[src/rtl/piso_frame_pkg.sv]
// Shared constants for the PISO UART transmit framer.
//   START_BIT / STOP_BIT : frame delimiters loaded at the two chain ends
//   RESET_BIT            : value every stage takes on reset (line mark/idle)
//   DEFAULT_DATA_WIDTH   : default payload width
//   frame_width()        : total stage count for a given payload width
package piso_frame_pkg;

  localparam logic START_BIT = 1'b0;
  localparam logic STOP_BIT  = 1'b1;
  localparam logic RESET_BIT = 1'b1;

  localparam int unsigned DEFAULT_DATA_WIDTH = 8;

  // Payload plus one start and one stop bit.
  function automatic int unsigned frame_width(input int unsigned data_width);
    return data_width + 32'd2;
  endfunction

endpackage

[src/rtl/piso_frame_shift_register_mux_dff_stage.sv]
// One shift-chain cell: 2:1 load/shift mux feeding a D flip-flop.
// Ports:
//   pulse    in  clock (baud tick), rising edge
//   reset    in  synchronous active-high reset, forces q to RESET_BIT
//   enable   in  1 = take load_in, 0 = take shift_in
//   shift_in in  output of the previous stage (or fill bit for stage 0)
//   load_in  in  parallel frame bit for this stage
//   q        out registered stage value
module mux_dff_stage
  import piso_frame_pkg::*;
(
  input  logic pulse,
  input  logic reset,
  input  logic enable,
  input  logic shift_in,
  input  logic load_in,
  output logic q
);

  logic d_c;

  // Load/shift select.
  always_comb begin
    d_c = shift_in;
    if (enable) begin
      d_c = load_in;
    end
  end

  // Stage flop; reset takes priority over load and shift.
  always_ff @(posedge pulse) begin
    if (reset) begin
      q <= RESET_BIT;
    end else begin
      q <= d_c;
    end
  end

endmodule

[src/rtl/piso_frame_shift_register.sv]
// Parallel-in/serial-out UART transmit framer. On a load edge the chain
// captures {stop, payload reversed, start}; each shift edge then moves the
// frame one stage toward q_out, so the line sends start, TxData[0] ..
// TxData[DATA_WIDTH-1], stop, then the fill bit.
// Optional feature: define PISO_IDLE_FILL_EN to shift in ones (idle mark)
// behind the stop bit; otherwise zeros are shifted in (legacy behaviour).
// Ports:
//   pulse   in  clock (baud tick)
//   reset   in  synchronous active-high reset, line goes to mark (1)
//   enable  in  1 = parallel load of a frame, 0 = shift
//   TxData  in  payload, bit 0 transmitted first
//   q_out   out registered serial line
module piso_frame_shift_register
  import piso_frame_pkg::*;
#(
  parameter int unsigned DATA_WIDTH = DEFAULT_DATA_WIDTH
) (
  input  logic                  pulse,
  input  logic                  reset,
  input  logic                  enable,
  input  logic [DATA_WIDTH-1:0] TxData,
  output logic                  q_out
);

  localparam int unsigned FRAME_WIDTH = frame_width(DATA_WIDTH);

`ifdef PISO_IDLE_FILL_EN
  localparam logic FILL_BIT = 1'b1;
`else
  localparam logic FILL_BIT = 1'b0;
`endif

  logic [FRAME_WIDTH-1:0] stage_q;
  logic [FRAME_WIDTH-1:0] load_vec;
  logic [FRAME_WIDTH-1:0] shift_vec;

  // Frame image: stop at the input end, start at the output end, payload
  // reversed between them so bit 0 leaves first.
  always_comb begin
    load_vec                = '0;
    load_vec[0]             = STOP_BIT;
    load_vec[FRAME_WIDTH-1] = START_BIT;
    for (int unsigned j = 1; j <= DATA_WIDTH; j++) begin
      load_vec[j] = TxData[DATA_WIDTH-j];
    end
  end

  // Each stage shifts from its lower neighbour; stage 0 takes the fill bit.
  always_comb begin
    shift_vec    = '0;
    shift_vec[0] = FILL_BIT;
    for (int unsigned i = 1; i < FRAME_WIDTH; i++) begin
      shift_vec[i] = stage_q[i-1];
    end
  end

  for (genvar g = 0; g < FRAME_WIDTH; g++) begin : g_stage
    mux_dff_stage u_stage (
      .pulse    (pulse),
      .reset    (reset),
      .enable   (enable),
      .shift_in (shift_vec[g]),
      .load_in  (load_vec[g]),
      .q        (stage_q[g])
    );
  end

  assign q_out = stage_q[FRAME_WIDTH-1];

endmodule

[config.mk]
export PLATFORM = sky130hd
export DESIGN_NAME = piso_frame_shift_register
export DESIGN_NICKNAME = d
export VERILOG_FILES = /design/src/rtl/piso_frame_pkg.sv /design/src/rtl/piso_frame_shift_register_mux_dff_stage.sv /design/src/rtl/piso_frame_shift_register.sv
export SDC_FILE = /design/constraint.sdc
export NUM_CORES = 1
export LEC_CHECK = 0
export BUFFER_PORTS_ARGS = -buffer_cell sky130_fd_sc_hd__buf_4
export CAP_MARGIN = 20
export CORE_AREA = 5 5 42 44
export DETAILED_ROUTE_END_ITERATION = 12
export DIE_AREA = 0 0 47 49
export GPL_TIMING_DRIVEN = 0
export PLACE_DENSITY_LB_ADDON = 0.05
export SYNTH_ARGS = -nofsm -noshare
export SYNTH_HDL_FRONTEND = slang
export SYNTH_SLANG_ARGS = --single-unit
[constraint.sdc]
create_clock -name pulse -period 0.9 [get_ports pulse]
set_input_delay 0.045 -clock pulse [delete_from_list [all_inputs] [get_ports pulse]]
set_output_delay 0.045 -clock pulse [all_outputs]
set_load 0.02 [all_outputs]
==> impl_metrics.json <==
{
  "status": "completed",
  "cts.clk_slew.worst_paths_ns": 0.07,
  "hold_viol_final": 0,
  "hold_class": "in2reg",
  "ir_drop_uv": 795.5,
  "final.setup.tns_ns": 0,
  "grt_pass1_wl_mm": 1.048,
  "drive_above_1_share": 0.3019,
  "largest_reg_flops": 10,
  "multi_input_area_sq_um": 133.9,
  "top_register": "g_stage.u_stage.q",
  "min_path_cells": 3,
  "yosysUniqueCellTypes": 8,
  "drtAntennaViolNets": 0,
  "r2r_setup_slack_ns": 0.12,
  "rows": 14,
  "reg.largest.list": "g_stage.u_stage.q x10",
  "maxCapViolations": 0,
  "synthesis.nets": 42,
  "die-area_sq_um": 2303,
  "worstPathRequired_ns": 1.05,
  "synth.most_common_cell": "dfxtp_1",
  "netlist_area_sq_um": 352.8,
  "fin_crit_ns": 0.8351,
  "die_height_um": 49,
  "min_to": "g_stage[6].u_stage.q",
  "syn_inst": 31,
  "io_pins": 12,
  "totalWireLength_um": 672,
  "gr-usage-all-layers": 0.06493,
  "seq_area_frac_synth": 0.5674,
  "drtPass1Iterations": 2,
  "synth_edf_count": 0,
  "drtIter0Drc": 1,
  "port_buffers": 10,
  "fillers": 150,
  "yosysTopAreaCellShare": 0.5674,
  "place.gp.congestion": 0.6337,
  "cts_sinks": 10,
  "clock_tree.buffer_depth": 2,
  "worst-path-max-fanout": 1,
  "cts_inserted_buffers": 3,
  "finalSetupViolations": 0,
  "cts_tree": "done",
  "grt_remaining_overflow": 0,
  "cp.arrival_ns": 0.99,
  "min_period_over_period": 0.9279,
  "area.sequential_sq_um": 200.2,
  "ys_seq_elements": 10,
  "power_density_nw_per_um2": 1783,
  "final_nets": 65,
  "root_buffer": "clkbuf_4",
  "core-area_sq_um": 1401,
  "path_class": "in2reg",
  "timing.rr.end": "g_stage[7].u_stage.q",
  "leakagePower_nw": 0.2528,
  "finalNonFillerCells": 69,
  "vias_per_cell": 4.290,
  "max_freq_mhz": 1198,
  "hp-start": "enable",
  "finalClockSkew_ns": 0.001168,
  "r2r-start": "g_stage[6].u_stage.q",
  "ys.flop_type": "dfxtp_1",
  "fin_area_sq_um": 564.3,
  "grt_antenna_before_repair": 0,
  "slew_headroom": 0.7209,
  "wl_per_cell_um": 9.739,
  "via_count": 296,
  "area_growth_pct": 59.93,
  "worst_pin_slew_ns": 0.4186,
  "place_area_sq_um": 447.9,
  "critPathLaunchType": "primary input",
  "drc": 0,
  "syn_avg_cell_area_sq_um": 11.38,
  "synthTopCellsByCount": "10 x dfxtp_1, 8 x a211o_1, 8 x nor2b_1",
  "r2r_cells": 2,
  "ys_warn_count": 0,
  "htreeDepth": 1,
  "die_width_um": 47,
  "rsz0062_at_grt": "false",
  "yosysTopAreaCell": "dfxtp_1",
  "grt_max_degree": 11,
  "insertion_delay_ns": 0.26,
  "end_kind": "register",
  "async_flop_share": 0,
  "synthTopCellsByArea": "dfxtp_1 57%, a211o_1 20%, nor2b_1 14%",
  "antenna_cells": 0,
  "dp_hpwl_um": 490.9,
  "cts_setup_buffers": 0,
  "start_util": 0.2518,
  "slew_violations": 0,
  "grt_pass1_vias": 274,
  "place_inst": 57
}
-- what timing repair did --
| item | 4_1_cts | 5_1_grt |
|---|---|---|
| hold endpoints to repair | 8 | 0 |
| gates resized for setup | 0 | 0 |
| hold buffers | 8 | 0 |
-- layout make-up --
cell class,instances,share of cell area
buffer,2,0.02661
clock buffer,4,0.06430
inverter,1,0.006652
multi-input combinational,18,0.2372
sequential,10,0.3548
tap,16,0.03548
timing repair buffer,18,0.2749
-- routing by layer --
layer	vias to the layer above	track usage	part of all wire
met5	-	0	0
met4	0	0.05530	0
met3	0	0.02214	0.065
met2	7	0.09729	0.52
met1	137	0.06858	0.42
li1	152	-	-
-- layout by cell type, fill, tap and decap left out --
master / n
inv_1: 1
clkbuf_4: 3
a21o_1: 1
dfxtp_1: 10
buf_4: 10
a211o_1: 8
buf_1: 1
dlygate4sd3_1: 8
or2_2: 1
clkbuf_8: 1
nor2b_1: 8
buf_6: 1
-- worst max-delay path: stages --
cell and delay (ns):
dlygate4sd3_1 0.54, buf_4 0.13, a211o_1 0.28
-- logic make-up (layout without fill, tap and decap cells) --
family,count (synthesis),count (layout),synth area share
buffers and inverters,3,25,0.05317
AOI/OAI and AO/OA,9,9,0.2199
DFF,10,10,0.5674
and+or+nand+nor,9,9,0.1596
-- metrics by stage --
stage,power (mW),util,setup slack (ns),hold WS [ns]
after floorplan,0.5457,-,0.1556,0.1629
after global placement,0.5929,0.3196,0.1331,0.2511
after detailed placement,0.5970,0.3196,0.1219,0.2547
after CTS,1.021,0.4027,0.06305,0.1659
after global routing,1.051,0.4027,0.04348,0.1753
final,1.006,0.4027,0.06493,0.1728
-- report_power, final --
group	switching, mW	internal (mW)	leakage [nW]	total (mW)
registers	0.00555	0.473	0.0835	0.478
logic	0.0465	0.0873	0.148	0.134
clock network	0.149	0.245	0.0210	0.394
total	0.201	0.805	0.253	1.01
-- how the worst max path moves through the flow --
stage	slack [ns]	from	end	cells past startpoint
finish	0.06	TxData[3]	g_stage[5].u_stage.q	3
floorplan	0.16	g_stage[1].u_stage.q	g_stage[2].u_stage.q	2
detailed placement	0.12	g_stage[6].u_stage.q	g_stage[7].u_stage.q	2
CTS	0.06	TxData[7]	g_stage[1].u_stage.q	3
global placement	0.13	g_stage[6].u_stage.q	g_stage[7].u_stage.q	2
global route	0.04	TxData[2]	g_stage[6].u_stage.q	3
(Power assumes the default switching activity.)
